===== src/rtl/vrf_wb_sequencer.sv =====
// vrf_wb_sequencer
//   Write-side initiator for the banked vector register file. Accepts one
//   writeback command, gathers all of its result slices into a local buffer,
//   then drives the VRF write port for exactly num_slices back-to-back cycles
//   so the VRF's internal write-slice counter steps once per slice.
//
//   Handshakes: a transfer happens on a rising clk edge where valid && ready
//   are both high. valid must not depend on ready. ready is a pure function
//   of the current state (cmd_ready in IDLE, in_ready in FILL), so either
//   side may hold valid high for as many cycles as it needs.
module vrf_wb_sequencer #(
   parameter int LANES      = 4,
   parameter int DATA_WIDTH = 32,
   parameter int NUM_REGS   = 12,
   parameter int MAX_SLICES = 8,
   parameter int ADDR_WIDTH = $clog2(NUM_REGS)
) (
   input  logic                        clk,
   input  logic                        rst,
   input  logic                        cmd_valid,
   output logic                        cmd_ready,
   input  logic [ADDR_WIDTH-1:0]       cmd_vd_addr,
   input  logic [3:0]                  cmd_num_slices,
   input  logic [7:0]                  cmd_vl,
   input  logic [1:0]                  cmd_vsew,
   input  logic                        in_valid,
   output logic                        in_ready,
   input  logic [LANES*DATA_WIDTH-1:0] in_data,
   output logic                        write_en,
   output logic [ADDR_WIDTH-1:0]       vd_addr_o,
   output logic [LANES*DATA_WIDTH-1:0] vd_data,
   output logic [7:0]                  vl_o,
   output logic [1:0]                  vsew_o,
   output logic [3:0]                  max_write_cnt,
   output logic                        busy,
   output logic                        done,
   output logic                        cmd_err,
   output logic [1:0]                  dbg_state
);

   localparam int SLICE_W = LANES * DATA_WIDTH;
   localparam int IW      = (MAX_SLICES > 1) ? $clog2(MAX_SLICES) : 1;
   // Sum width wide enough for addr + num_slices without overflow.
   localparam int SW      = ((ADDR_WIDTH > 4) ? ADDR_WIDTH : 4) + 1;
   localparam logic [SW-1:0] NUM_REGS_W   = SW'(NUM_REGS);
   localparam logic [3:0]    MAX_SLICES_W = 4'(MAX_SLICES);

   typedef enum logic [1:0] {
      IDLE  = 2'd0,
      FILL  = 2'd1,
      DRAIN = 2'd2
   } state_t;

   state_t                 state_q, state_d;
   logic [3:0]             fill_cnt_q;
   logic [3:0]             drain_cnt_q;
   logic [3:0]             num_q;
   logic [ADDR_WIDTH-1:0]  addr_q;
   logic [7:0]             vl_q;
   logic [1:0]             vsew_q;
   logic                   done_q;
   logic                   err_q;
   logic [SLICE_W-1:0]     buf_q [MAX_SLICES];

   logic                   cmd_hs;
   logic                   in_hs;
   logic                   cmd_bad;
   logic                   last_beat;
   logic                   last_drain;
   logic [SW-1:0]          end_reg;

   assign cmd_hs     = cmd_valid && cmd_ready;
   assign in_hs      = in_valid && in_ready;
   assign end_reg    = {{(SW-ADDR_WIDTH){1'b0}}, cmd_vd_addr} +
                       {{(SW-4){1'b0}}, cmd_num_slices};
   assign cmd_bad    = (cmd_num_slices == 4'd0) ||
                       (cmd_num_slices > MAX_SLICES_W) ||
                       (end_reg > NUM_REGS_W);
   assign last_beat  = (fill_cnt_q == num_q - 4'd1);
   assign last_drain = (drain_cnt_q == num_q - 4'd1);

   // Next-state and handshake/write-port control from the current state.
   always_comb begin
      state_d   = state_q;
      cmd_ready = 1'b0;
      in_ready  = 1'b0;
      write_en  = 1'b0;
      case (state_q)
         IDLE: begin
            cmd_ready = 1'b1;
            if (cmd_valid && !cmd_bad) state_d = FILL;
         end
         FILL: begin
            in_ready = 1'b1;
            if (in_valid && last_beat) state_d = DRAIN;
         end
         DRAIN: begin
            write_en = 1'b1;
            if (last_drain) state_d = IDLE;
         end
         default: state_d = IDLE;
      endcase
   end

   // State, command latches, counters and the one-cycle status pulses.
   always_ff @(posedge clk or posedge rst) begin
      if (rst) begin
         state_q     <= IDLE;
         fill_cnt_q  <= 4'd0;
         drain_cnt_q <= 4'd0;
         num_q       <= 4'd0;
         addr_q      <= '0;
         vl_q        <= 8'd0;
         vsew_q      <= 2'd0;
         done_q      <= 1'b0;
         err_q       <= 1'b0;
      end else begin
         state_q <= state_d;
         err_q   <= cmd_hs && cmd_bad;
         done_q  <= (state_q == DRAIN) && last_drain;
         if (cmd_hs && !cmd_bad) begin
            addr_q      <= cmd_vd_addr;
            vl_q        <= cmd_vl;
            vsew_q      <= cmd_vsew;
            num_q       <= cmd_num_slices;
            fill_cnt_q  <= 4'd0;
            drain_cnt_q <= 4'd0;
         end
         if (in_hs) fill_cnt_q <= fill_cnt_q + 4'd1;
         if (write_en) drain_cnt_q <= drain_cnt_q + 4'd1;
      end
   end

   // Slice buffer; contents are don't-care after reset, so no reset here.
   always_ff @(posedge clk) begin
      if (in_hs) buf_q[fill_cnt_q[IW-1:0]] <= in_data;
   end

   assign vd_data       = write_en ? buf_q[drain_cnt_q[IW-1:0]] : '0;
   assign vd_addr_o     = addr_q;
   assign vl_o          = vl_q;
   assign vsew_o        = vsew_q;
   assign max_write_cnt = num_q;
   assign busy          = (state_q != IDLE);
   assign done          = done_q;
   assign cmd_err       = err_q;
   assign dbg_state     = state_q;

endmodule

===== config.mk =====
export PLATFORM = sky130hd
export DESIGN_NAME = vrf_wb_sequencer
export DESIGN_NICKNAME = d
export VERILOG_FILES = /design/src/rtl/vrf_wb_sequencer.sv
export SDC_FILE = /design/constraint.sdc
export NUM_CORES = 1
export LEC_CHECK = 0
export CORE_AREA = 2 2 267 269
export DETAILED_ROUTE_END_ITERATION = 10
export DIE_AREA = 0 0 269 271
export GPL_ROUTABILITY_DRIVEN = 0
export PLACE_DENSITY = 0.79
export SLEW_MARGIN = 25
export SYNTH_ARGS = -nofsm -noshare
export SYNTH_HDL_FRONTEND = slang
export SYNTH_SLANG_ARGS = --single-unit

===== constraint.sdc =====
create_clock -name clk -period 13.6 [get_ports clk]
set_input_delay 2.72 -clock clk [delete_from_list [all_inputs] [get_ports clk]]
set_output_delay 2.72 -clock clk [all_outputs]
set_load 0.03 [all_outputs]

==> impl.org, run 1 <==
** Floorplanning
- From bottom edge to top edge, the die measures 271 µm.
- Boundary pin count :: 304
- After floorplanning, the core was divided into 97 placement rows.
- Die area :: 72900 µm²
- The initial utilization of the core area, before any placement, comes to 57.6%.
- The floorplan step set the die width to 269 µm.
- Core box area :: 69800 µm²

** Global routing
- Across every metal layer, demand over resource in global routing totals 23.1%.
- First-pass GRT wire length :: 124000 µm
- Number of antenna violations at the first check in global routing :: 18
- Entering global routing, the biggest net connects 143 pins.
- Total grt overflow :: 0
- The via count of the first global-routing pass came to 19900.

** Final layout
- Once layout is complete, the utilization of the core stands at 68.3%.
- The layout has 4202 filler cells.
- Leaving out fill and tap cells, the most frequent cell in the layout is sky130_fd_sc_hd__edfxtp_1.
- Nets :: 2267
- Register cell area after layout :: 31500 µm²
- The area growth from synthesis to layout is 18.5%.
- Summing all multi-input logic gate instances after layout gives 8360 µm².
- Ratio of cells with drive above 1 in the final layout :: 21.3%
- In the layout the commonest cells are 1024 x sky130_fd_sc_hd__edfxtp_1, 303 x sky130_fd_sc_hd__clkdlybuf4s50_1, 256 x sky130_fd_sc_hd__mux4_2.

** Worst setup path
- The worst setup path is of the reg -> out kind.
- In this run the worst path has a maximum fanout of 103.
- CP Data Arrival Time :: 4.55 ns
- Walking the worst path, the cells encountered are buf_4 -> buf_12 -> mux4_2 -> mux2i_1 -> nor2_1 -> clkdlybuf4s50_1.
- Worst setup EP type :: output port
- STA classifies the critical path startpoint as a register.
- The largest single stage delay on the critical path is 0.77 ns.
- Crit path max-delay cell type :: sky130_fd_sc_hd__dfrtp_4
- Buffering stage count on the worst path with inverters included :: 3
- In this design, the largest share of critical-path delay is due to buffers and inverters.
- Critical path data required time :: 10.88 ns

** Drt
- Dividing the detail-routed wire length by the instance count gives 26.2 µm.
- For this run, design rule violations remaining after detail routing come to 0.
- Via/cell ratio :: 6.00
- The count of nets left with antenna violations once routing finished came out at 0.
- The first routing iteration left 1775 violations.
- Across all layers, the routed design uses 18800 vias.
- The first TritonRoute pass finished after 5 iterations.
- Final WL :: 82100 µm

** Clock network
- Root Buffer Master :: sky130_fd_sc_hd__clkbuf_16
- Clock transition at the registers of the reported paths :: 0.06 ns
- No sink is reached through more buffers than the 3 on the longest clock path.
- Post-cts sizing count :: 0
- H-tree level count :: 3
- Count of hold buffers inserted by post-cts repair :: 0
- Worst-Skew Late Latency :: 0.67 ns
- Buffers inserted during clock tree synthesis total 101.
- TritonCTS built the clock tree.
- CTS saw 1054 sinks.
- Post-CTS repair timing setup buffer count :: 0

** Timing
- The final count of pins violating max slew was 0.
- Slew of the pin with the lowest slew margin :: 1.04 ns
- Time the worst path needs with I/O delays and setup :: 7.27 ns
- Achievable clock frequency :: 137 MHz
- The worst pin sits at a relative slew slack of 30.6%.
- Setup repair after global routing left no endpoint under its margin.
- Period utilisation layout :: 53.5%
- In the final timing run, aggregate negative setup slack is 0 ns.
- The hold violation total from the final report was 0.
- Clock skew :: 0.0234 ns
- Setup violations remaining at the end of the flow were counted as 0.

** Logic synthesis
- Synth cell types :: 32
- Count of synthesis-stage warnings from yosys :: 0
- Avg Synthesized Cell Area :: 22.7 µm²
- Post-Synthesis Cells :: 1769
- Post-synthesis net count :: 1927
- Cell area after synthesis :: 40200 µm²
- In this run, synthesis produced a sequential element count of 1054.
- Share of the yosys chip area belonging to registers :: 78.3%

** Run status
- Status :: complete, no violations

** Place
- Input and output buffers added on the ports amount to 303.
- Final HPWL from detailed placement :: 41900 µm

** Power
- Peak VDD IR :: 144 µV
- Leakage power of the design :: 14.6 nW
- Dividing total power by cell area gives a power density of 182 nW/µm².

** Worst hold path
- Hold Crit Class :: reg -> reg

** Run
- The tool flagged a number of max-cap violations equal to 0.
==> final cells by class <==
| cell class | instances | share of cell area, % |
|---|---|---|
| diodes | 5 | 0.0263 |
| multi-input cells | 615 | 17.5 |
| flip-flops and latches | 1054 | 66.1 |
| repair buffers | 328 | 7.05 |
| clock inverters | 67 | 1.20 |
| well taps | 940 | 2.47 |
| clock buffers | 121 | 5.52 |
| inverters | 9 | 0.0709 |
==> flip-flops by register name, summed over array words and instances, names as in the netlist <==
signal,flops
vl_o,8
vsew_o,2
dbg_state,2
max_write_cnt,4
cmd_err,1
fill_cnt_q,4
done,1
vd_addr_o,4
drain_cnt_q,4
buf_q,1024
==> synthesized netlist by cell type <==
library cell | instances | share of area (%)
sky130_fd_sc_hd__edfxtp_1 | 1024 | 76
sky130_fd_sc_hd__mux4_2 | 256 | 14
sky130_fd_sc_hd__nor2_1 | 139 | 1.3
sky130_fd_sc_hd__mux2i_1 | 130 | 3.2
sky130_fd_sc_hd__clkbuf_1 | 44 | 0.41
sky130_fd_sc_hd__buf_2 | 35 | 0.44
sky130_fd_sc_hd__dfrtp_1 | 30 | 1.9
sky130_fd_sc_hd__mux2_2 | 17 | 0.48
sky130_fd_sc_hd__nand2_1 | 13 | 0.12
sky130_fd_sc_hd__buf_1 | 10 | 0.093
sky130_fd_sc_hd__inv_1 | 9 | 0.084
sky130_fd_sc_hd__o21ai_0 | 9 | 0.11
sky130_fd_sc_hd__xor2_1 | 8 | 0.17
sky130_fd_sc_hd__ha_1 | 7 | 0.22
sky130_fd_sc_hd__nand2b_1 | 6 | 0.093
sky130_fd_sc_hd__xnor2_1 | 6 | 0.13
sky130_fd_sc_hd__nor2b_1 | 4 | 0.062
sky130_fd_sc_hd__nor3_1 | 4 | 0.050
sky130_fd_sc_hd__a21o_1 | 2 | 0.037
sky130_fd_sc_hd__nand3_1 | 2 | 0.025
sky130_fd_sc_hd__nand3b_1 | 2 | 0.037
sky130_fd_sc_hd__nand4_1 | 2 | 0.031
sky130_fd_sc_hd__a21oi_2 | 1 | 0.022
sky130_fd_sc_hd__and2_1 | 1 | 0.016
sky130_fd_sc_hd__buf_4 | 1 | 0.019
sky130_fd_sc_hd__buf_6 | 1 | 0.028
sky130_fd_sc_hd__fa_1 | 1 | 0.050
sky130_fd_sc_hd__nor3_4 | 1 | 0.040
sky130_fd_sc_hd__o22ai_1 | 1 | 0.016
sky130_fd_sc_hd__o2bb2ai_1 | 1 | 0.022
sky130_fd_sc_hd__or2_2 | 1 | 0.016
sky130_fd_sc_hd__or3_1 | 1 | 0.016
==> worst register-to-register path, stage by stage (launching register included) <==
cell and delay (ns):
sky130_fd_sc_hd__dfrtp_1 0.45, sky130_fd_sc_hd__nor2b_1 0.31, sky130_fd_sc_hd__and2_1 0.26, sky130_fd_sc_hd__nand2_1 0.27
sky130_fd_sc_hd__nor2_4 0.79, sky130_fd_sc_hd__buf_4 0.87, sky130_fd_sc_hd__buf_4 0.88
==> logic make-up after synthesis <==
logic type | Yosys count | synth area share, %
and+or+nand+nor | 176 | 1.80
DFF | 1054 | 78.3
adders and majority gates | 8 | 0.267
xor gates and xnor gates | 14 | 0.305
AOI/OAI and AO/OA | 14 | 0.208
buffers and inverters | 100 | 1.07
muxes | 403 | 18.0
==> power by group <==
part	switching, W	leakage (nW)	internal [W]	total, W
Combinational	0.00103	3.45	0.000909	0.00194
Sequential	0.000153	9.61	0.00388	0.00403
Clock	0.00118	1.58	0.00150	0.00268
==> stage by stage <==
| step | hold slack [ns] | power [W] | instance area, µm² | std cells | setup WS, ns |
|---|---|---|---|---|---|
| floorplan | 0.541 | 0.00547 | 40200 | 1769 | 1.17 |
| global placement | 0.491 | 0.00600 | 44400 | 2943 | 6.78 |
| detailed placement | 0.495 | 0.00605 | 44400 | 2944 | 6.76 |
| CTS | 0.508 | 0.00873 | 47600 | 3132 | 6.03 |
| global route | 0.527 | 0.00898 | 47700 | 3138 | 5.92 |
| finish | 0.508 | 0.00866 | 47700 | 3139 | 6.33 |
==> worst paths after layout <==
check | end | slack (ns) | cells past startpoint | start
worst max-delay path | vd_data[86] | 6.33 | 6 | drain_cnt_q[0]
worst min-delay path | vl_o[5] | 0.51 | 1 | vl_o[5]
worst max register to register | buf_q[5][23] | 9.37 | 6 | dbg_state[1]
worst min register to register | vl_o[5] | 0.51 | 1 | vl_o[5]
max in group asynchronous | drain_cnt_q[2] | 10.83 | 3 | rst
min in group asynchronous | cmd_err | 2.44 | 3 | rst
==> layer usage <==
| metal | wire, µm | up-vias | global-route usage (%) |
|---|---|---|---|
| met4 | 1880 | 28 | 6.70 |
| met2 | 41500 | 665 | 38.0 |
| li1 | - | 8019 | - |
| met5 | 190 | - | 0 |
| met1 | 32600 | 9959 | 31.2 |
| met3 | 6000 | 163 | 5.48 |
(Power assumes the default switching activity.)
==> run 2: changes to the inputs <==
--- a/config.mk
+++ b/config.mk
@@ -5,11 +5,11 @@
 export SDC_FILE = /design/constraint.sdc
 export NUM_CORES = 1
 export LEC_CHECK = 0
-export CORE_AREA = 2 2 267 269
+export CORE_AREA = 2 2 279 281
 export DETAILED_ROUTE_END_ITERATION = 10
-export DIE_AREA = 0 0 269 271
+export DIE_AREA = 0 0 281 283
 export GPL_ROUTABILITY_DRIVEN = 0
-export PLACE_DENSITY = 0.79
+export PLACE_DENSITY = 0.76
 export SLEW_MARGIN = 25
 export SYNTH_ARGS = -nofsm -noshare
 export SYNTH_HDL_FRONTEND = slang
==> constraint.sdc (replaced) <==
create_clock -name clk -period 5.8 [get_ports clk]
set_input_delay 1.16 -clock clk [delete_from_list [all_inputs] [get_ports clk]]
set_output_delay 1.16 -clock clk [all_outputs]
set_load 0.03 [all_outputs]
==> impl.org, run 2 (synthesized netlist as in run 1, its figures left out) <==
** Clock network
- TritonCTS Buffers :: 104 (was 101)
- The count of instances resized after the clock tree is built is 0 (unchanged).
- The clock root buffer was sky130_fd_sc_hd__clkbuf_16 (unchanged).
- The clock latency on the worst-skew pair came to 0.66 ns (was 0.67 ns).
- The buffer count from post-CTS setup fixing came to 0 (unchanged).
- The worst-case clock buffer depth was 3 (unchanged).
- The TritonCTS clock tree is built (unchanged).
- Clock transition at the registers of the reported paths :: 0.06 ns (about the same)
- Count of hold buffers inserted by post-cts repair :: 0 (unchanged)
- The clock net sink count is 1054 (unchanged).
- H-tree level count :: 3 (unchanged)

** Floorplanning
- The count of standard-cell rows came to 102 (was 97).
- Die extent in x :: 281 µm (was 269 µm)
- Y dimension of the die :: 283 µm (was 271 µm)
- The area of the placeable core came to 76700 µm² (was 69800 µm²).
- Boundary pin count :: 304 (unchanged)
- The die outline area was 79500 µm² (was 72900 µm²).
- The effective utilization at floorplan is 52.4% (was 57.6%).

** Worst setup path
- The critical path launch point type was a register (unchanged).
- The capturing instance or port of the critical path is vd_data[40] (was vd_data[86]).
- The maximum fanout along the worst path was 44 (was 103).
- The startpoint of the most critical setup path is drain_cnt_q[0] (unchanged).
- Critical path data required time :: 4.64 ns (was 10.88 ns)
- The worst reg-to-reg setup slack came to 2.93 ns (was 9.37 ns).
- Start-to-end type of the worst setup path :: reg -> out (unchanged)
- The capturing element type of the critical path is an output port (unchanged).
- CP Data Arrival Time :: 3.71 ns (was 4.55 ns)
- The number of cells on the worst reg-to-reg path was 5 (was 6).
- The critical register-to-register path startpoint was dbg_state[1] (unchanged).
- Destination of the worst register-to-register timing path :: buf_q[4][101] (was buf_q[5][23])

** Timing
- The headroom to the max-slew limit was 31.1% (was 30.6%).
- Number of hold violations in the final report :: 0 (unchanged)
- Period utilisation layout :: 84.0%
- RSZ-0062 raised after global routing: false (unchanged).
- The final count of pins violating max slew came to 0 (unchanged).
- Clock skew :: 0.0163 ns (was 0.0234 ns)
- Slew of the pin with the lowest slew margin :: 1.03 ns (was 1.04 ns)
- The worst-case setup margin in the final layout came to 0.930 ns (was 6.33 ns).
- The final-layout worst hold slack was 0.510 ns (was 0.508 ns).
- Time the worst path needs with I/O delays and setup :: 4.87 ns
- The total setup violations reported at the end of the flow is 0 (unchanged).
- Achievable clock frequency :: 205 MHz

** Final layout
- The ratio of cells with drive above 1 in the final layout was 21.6% (was 21.3%).
- Filler Cell Count :: 5054 (was 4202)
- Leading cell type in the layout, fill and taps excluded :: sky130_fd_sc_hd__edfxtp_1 (unchanged)
- Nets :: 2302 (was 2267)
- End-of-flow core utilization :: 62.9% (was 68.3%)
- The area growth from synthesis to layout is 20.0% (was 18.5%).
- Number of flip-flops under the largest register name :: 1024 (unchanged)
- Most frequent cells in the layout: 1024 x sky130_fd_sc_hd__edfxtp_1, 303 x sky130_fd_sc_hd__clkdlybuf4s50_1, 256 x sky130_fd_sc_hd__mux4_2 (unchanged).

** Drt
- Via/cell ratio :: 5.77 (was 6.00)
- The number of DRC markers after the initial detailed-route iteration was 1452 (was 1775).
- The detailed-route via count was 18900 (was 18800).
- The first-pass iteration count of the detailed router was 5 (unchanged).
- Routed wire per std cell :: 25.2 µm (was 26.2 µm)
- Antenna-violating nets left :: 0 (unchanged)
- Final WL :: 82500 µm (was 82100 µm)
- Post-route DRC violation count :: 0 (unchanged)

** Run
- The max-cap violation count is 0 (unchanged).

** Power
- The leakage power came to 14.8 nW (was 14.6 nW).
- The power density normalized to cell area is 422 nW/µm² (was 182 nW/µm²).
- Peak VDD IR :: 302 µV (was 144 µV)

** Run status
- Status: complete, no violations (unchanged).

** Place
- The worst slack at placement was 1.52 ns (was 6.76 ns).
- Final HPWL from detailed placement :: 46100 µm (was 41900 µm)
- The count of port buffers added during placement was 303 (unchanged).

** Global routing
- Global routing usage summed across all routing layers :: 21.1% (was 23.1%)
- Number of antenna violations at the first check in global routing :: 13 (was 18)
- The pin count of the biggest net entering global routing was 129 (was 143).
- The global-route congestion overflow total came to 0 (unchanged).
- The wire length of the first global-routing pass is 125000 µm (was 124000 µm).
- The via count of the first global-routing pass came to 20100 (was 19900).

** Worst hold path
- The type of the tightest min-delay check was reg -> reg (unchanged).
## run 2: changes by cell type in the layout (fill, tap and decap cells not counted), sizes merged
| cell | before | now |
|---|---|---|
| clkinvlp | 4 | 3 |
| buf | 25 | 57 |
| inv | 12 | 13 |
| clkbuf | 121 | 128 |
| bufinv | 6 | 5 |
| clkinv | 54 | 49 |
| diode | 5 | 6 |
## run 2: worst min path at each step
stage	startpoint	to	slack (ns)	depth (start not counted)
after floorplan	fill_cnt_q[3]	fill_cnt_q[3]	0.54	2
after detailed placement	vl_o[7]	vl_o[7]	0.50	1
after CTS	vl_o[7]	vl_o[7]	0.51	1
final	vl_o[1]	vl_o[1]	0.51	1
after global placement	vl_o[7]	vl_o[7]	0.49	1
after global routing	vsew_o[0]	vsew_o[0]	0.53	1
## run 2: per-layer routing
| metal | part of all wire, % | track usage, % | vias up |
|---|---|---|---|
| met4 | 2.1 | 5.87 | 16 |
| met3 | 7.3 | 4.64 | 133 |
| met1 | 40 | 28.4 | 9955 |
| met5 | 0.13 | 0 | - |
| li1 | - | - | 8110 |
| met2 | 51 | 35.2 | 658 |
## run 2: area by class of cell
cell class | count | area, µm² | share of cell area (%)
flip-flops and latches | 1054 | 31500 | 65.3
well taps | 1040 | 1300 | 2.70
inverters | 9 | 33.8 | 0.0700
diodes | 6 | 15.0 | 0.0311
clock buffers | 128 | 2740 | 5.67
clock inverters | 61 | 448 | 0.928
repair buffers | 360 | 3840 | 7.95
multi-input cells | 615 | 8370 | 17.4
## run 2: power breakdown
| group | switching [W] | internal, W |
|---|---|---|
| Sequential | 0.000389 | 0.00909 |
| Clock | 0.00269 | 0.00356 |
| Combinational | 0.00243 | 0.00222 |
## run 2: per-stage QoR
stage | instances | TNS [ns] | total power, W | instance area, µm²
floorplan | 1769 | -1639.71 | 0.0128 | 40200
global placement | 3074 | 0 | 0.0142 | 45000
detailed placement | 3075 | 0 | 0.0143 | 45000
CTS | 3264 | 0 | 0.0206 | 48200
global route | 3270 | 0 | 0.0212 | 48200
finish | 3273 | 0 | 0.0204 | 48300
## run 2: worst max-delay path, cell delays in order, from the launching register on
cell and delay (ns):
sky130_fd_sc_hd__dfrtp_4 1.04, sky130_fd_sc_hd__buf_4 0.49, sky130_fd_sc_hd__mux4_2 0.55, sky130_fd_sc_hd__mux2i_1 0.24, sky130_fd_sc_hd__nor2_1 0.08, sky130_fd_sc_hd__clkdlybuf4s50_1 0.62
==> run 3: changes to the inputs <==
--- a/config.mk
+++ b/config.mk
@@ -5,11 +5,11 @@
 export SDC_FILE = /design/constraint.sdc
 export NUM_CORES = 1
 export LEC_CHECK = 0
-export CORE_AREA = 2 2 279 281
+export CORE_AREA = 2 2 267 269
 export DETAILED_ROUTE_END_ITERATION = 10
-export DIE_AREA = 0 0 281 283
+export DIE_AREA = 0 0 269 271
 export GPL_ROUTABILITY_DRIVEN = 0
-export PLACE_DENSITY = 0.76
+export PLACE_DENSITY = 0.79
 export SLEW_MARGIN = 25
 export SYNTH_ARGS = -nofsm -noshare
 export SYNTH_HDL_FRONTEND = slang
==> constraint.sdc (replaced) <==
create_clock -name clk -period 4.78 [get_ports clk]
set_input_delay 0.956 -clock clk [delete_from_list [all_inputs] [get_ports clk]]
set_output_delay 0.956 -clock clk [all_outputs]
set_load 0.03 [all_outputs]
==> impl.org, run 3 (synthesized netlist as in run 1, its figures left out) <==
** Floorplanning
- The area of the placeable core is 69800 µm² (was 76700 µm²).
- Number of placement rows :: 97 (was 102)
- Boundary pin count :: 304 (unchanged)
- The effective utilization at floorplan was 57.6% (was 52.4%).
- The die outline area is 72900 µm² (was 79500 µm²).
- Die extent in x :: 269 µm (was 281 µm)
- The chip height was 271 µm (was 283 µm).

** Worst setup path
- Worst reg2reg startpoint :: dbg_state[1] (unchanged)
- The required time reported for the critical path endpoint was 3.82 ns (was 4.64 ns).
- The number of cells on the worst reg-to-reg path was 5 (unchanged).
- Most Frequent Cell on Critical Path :: sky130_fd_sc_hd__buf_12
- Crit path cell chain :: buf_12 -> buf_12 -> mux4_2 -> mux2i_1 -> nor2_1 -> clkdlybuf4s50_1 (was buf_4 -> mux4_2 -> mux2i_1 -> nor2_1 -> clkdlybuf4s50_1)
- Destination of the worst register-to-register timing path :: buf_q[6][70] (was buf_q[4][101])
- The capturing element type of the critical path was an output port (unchanged).
- Crit path max-delay cell type :: sky130_fd_sc_hd__dfrtp_4 (unchanged)
- The maximum fanout along the worst path came to 30 (was 44).
- The data arrival time of the critical path came to 3.44 ns (was 3.71 ns).
- The largest incremental delay on the critical path was 0.68 ns (was 1.04 ns).
- Start-to-end type of the worst setup path :: reg -> out (unchanged)
- The critical path launch point type was a register (unchanged).
- R2R Setup Slk :: 2.17 ns (was 2.93 ns)

** Worst hold path
- Hold_sp :: vsew_o[1] (was vl_o[1])
- The endpoint of the worst hold path is vsew_o[1] (was vl_o[1]).
- The type of the tightest min-delay check was reg -> reg (unchanged).
- Hold path cells :: 1 (unchanged)

** Drt
- The post-detailed-route wirelength per cell came to 26.5 µm (was 25.2 µm).
- The average vias per placed instance is 5.93 (was 5.77).
- Final WL :: 83700 µm (was 82500 µm)
- Post-route DRC violation count :: 0 (unchanged)
- The detailed-route via count was 18800 (was 18900).
- The final antenna-violating net count came to 0 (unchanged).
- The number of DRC markers after the initial detailed-route iteration came to 1689 (was 1452).
- Iteration count of the initial detailed-routing pass :: 7 (was 5)

** Final layout
- Nets :: 2298 (was 2302)
- The number of filler instances in the final layout was 4121 (was 5054).
- The commonest non-fill, non-tap cell in the layout is sky130_fd_sc_hd__edfxtp_1 (unchanged).
- The ratio of cells with drive above 1 in the final layout came to 22.1% (was 21.6%).
- The area growth from synthesis to layout was 19.5% (was 20.0%).
- Number of flip-flops under the largest register name :: 1024 (unchanged)
- Most frequent cells in the layout :: 1024 x sky130_fd_sc_hd__edfxtp_1, 303 x sky130_fd_sc_hd__clkdlybuf4s50_1, 256 x sky130_fd_sc_hd__mux4_2 (unchanged)

** Timing
- Slew of the pin with the lowest slew margin :: 1.01 ns (was 1.03 ns)
- The final-layout worst hold slack came to 0.507 ns (was 0.510 ns).
- The hold violation total from the final report was 0 (unchanged).
- In the finished design, the share of the clock period the worst path needs comes to 92.0%.
- Headroom to the max-slew limit :: 32.9% (was 31.1%)
- The setup skew after layout is 0.0196 ns (was 0.0163 ns).
- The final count of pins violating max slew is 0 (unchanged).
- The routed design could run at a clock period as short as 4.40 ns.
- Final setup violation count :: 0 (unchanged)
- Achievable clock frequency :: 227 MHz
- The worst-case setup margin in the final layout is 0.383 ns (was 0.930 ns).
- RSZ-0062 raised after global routing: false (unchanged).

** Clock network
- The H-tree level count came to 3 (unchanged).
- Post-CTS repair timing setup buffer count :: 0 (unchanged)
- The clock root buffer is sky130_fd_sc_hd__clkbuf_16 (unchanged).
- Clock Sinks :: 1054 (unchanged)
- The number of CTS-inserted buffers came to 102 (was 104).
- The clock latency on the worst-skew pair is 0.65 ns (was 0.66 ns).
- Worst-case clock buffer depth :: 3 (unchanged)
- The clock transition at the registers of the reported paths was 0.06 ns (about the same).
- The count of instances resized after the clock tree is built came to 0 (unchanged).
- CTS tree :: built (unchanged)
- Count of hold buffers inserted by post-cts repair :: 0 (unchanged)

** Place
- Placement Setup Slack :: 1.07 ns (was 1.52 ns)
- The count of port buffers added during placement came to 303 (unchanged).
- The detailed placement HPWL was 46800 µm (was 46100 µm).

** Power
- The worst vdd rail ir drop is 424 µV (was 302 µV).
- The total design power is 0.0248 W (was 0.0204 W).
- Leakage power of the design :: 14.8 nW (about the same)
- Cell area power density :: 516 nW/µm² (was 422 nW/µm²)

** Global routing
- First-pass GRT wire length :: 127000 µm (was 125000 µm)
- Number of global-route vias before repair :: 20400 (was 20100)
- The global-route congestion overflow total is 0 (unchanged).
- Global routing usage summed across all routing layers :: 23.6% (was 21.1%)
- The pin count of the biggest net entering global routing was 98 (was 129).
- Number of antenna violations at the first check in global routing :: 10 (was 13)

** Run
- Max-cap viol count :: 0 (unchanged)

** Run status
- Status :: complete, no violations (unchanged)
==> run 3: worst max path at each step <==
stage / from / end / slack (ns) / cells after the start
4_1_cts: drain_cnt_q[0] / vd_data[88] / 0.30 / 6
6_report: drain_cnt_q[0] / vd_data[88] / 0.38 / 6
3_5_place_dp: drain_cnt_q[0] / vd_data[80] / 1.07 / 6
5_1_grt: drain_cnt_q[0] / vd_data[85] / 0.23 / 6
2_1_floorplan: in_valid / buf_q[2][0] / -0.30 / 3
3_3_place_gp: drain_cnt_q[0] / vd_data[49] / 1.10 / 6
==> run 3: metrics by stage <==
| stage | TNS [ns] | std cells | cell area [µm²] | util, % |
|---|---|---|---|---|
| floorplan | -147.13 | 1769 | 40300 | - |
| global placement | 0 | 2976 | 44900 | 64.3 |
| detailed placement | 0 | 2976 | 44900 | 64.3 |
| CTS | 0 | 3161 | 48100 | 68.9 |
| global route | 0 | 3163 | 48100 | 68.9 |
| finish | 0 | 3163 | 48100 | 68.9 |
==> run 3: per-layer routing <==
| layer | GRT usage (%) | wire length, µm | up-vias |
|---|---|---|---|
| li1 | - | - | 8079 |
| met1 | 31.1 | 32400 | 9886 |
| met2 | 39.9 | 43400 | 651 |
| met3 | 5.24 | 6280 | 138 |
| met4 | 6.59 | 1630 | 16 |
| met5 | 0 | 92 | - |
==> run 3: final cells by class <==
type | instances | area [µm²] | area share [%]
clock inverter | 55 | 483 | 1.00
clock buffer | 130 | 2700 | 5.61
sequential | 1054 | 31500 | 65.5
inverter | 9 | 33.8 | 0.0702
antenna | 2 | 5.00 | 0.0104
tap | 940 | 1180 | 2.45
multi-input combinational | 615 | 8390 | 17.4
timing repair buffer | 358 | 3800 | 7.89
==> run 3: report_power, final <==
part / total, W / leakage (nW) / switching (W) / internal, W
Clock: 0.00762 / 1.54 / 0.00333 / 0.00429
Combinational: 0.00581 / 3.66 / 0.00309 / 0.00272
Sequential: 0.0114 / 9.61 / 0.000366 / 0.0110
==> run 3: worst max-delay path, delay by kind of cell (launching register included) <==
family	cells	cell delay, ns
buffers and inverters	3	1.22
flip-flops	1	0.68
multiplexers	2	0.78
AND/OR/NAND/NOR	1	0.07
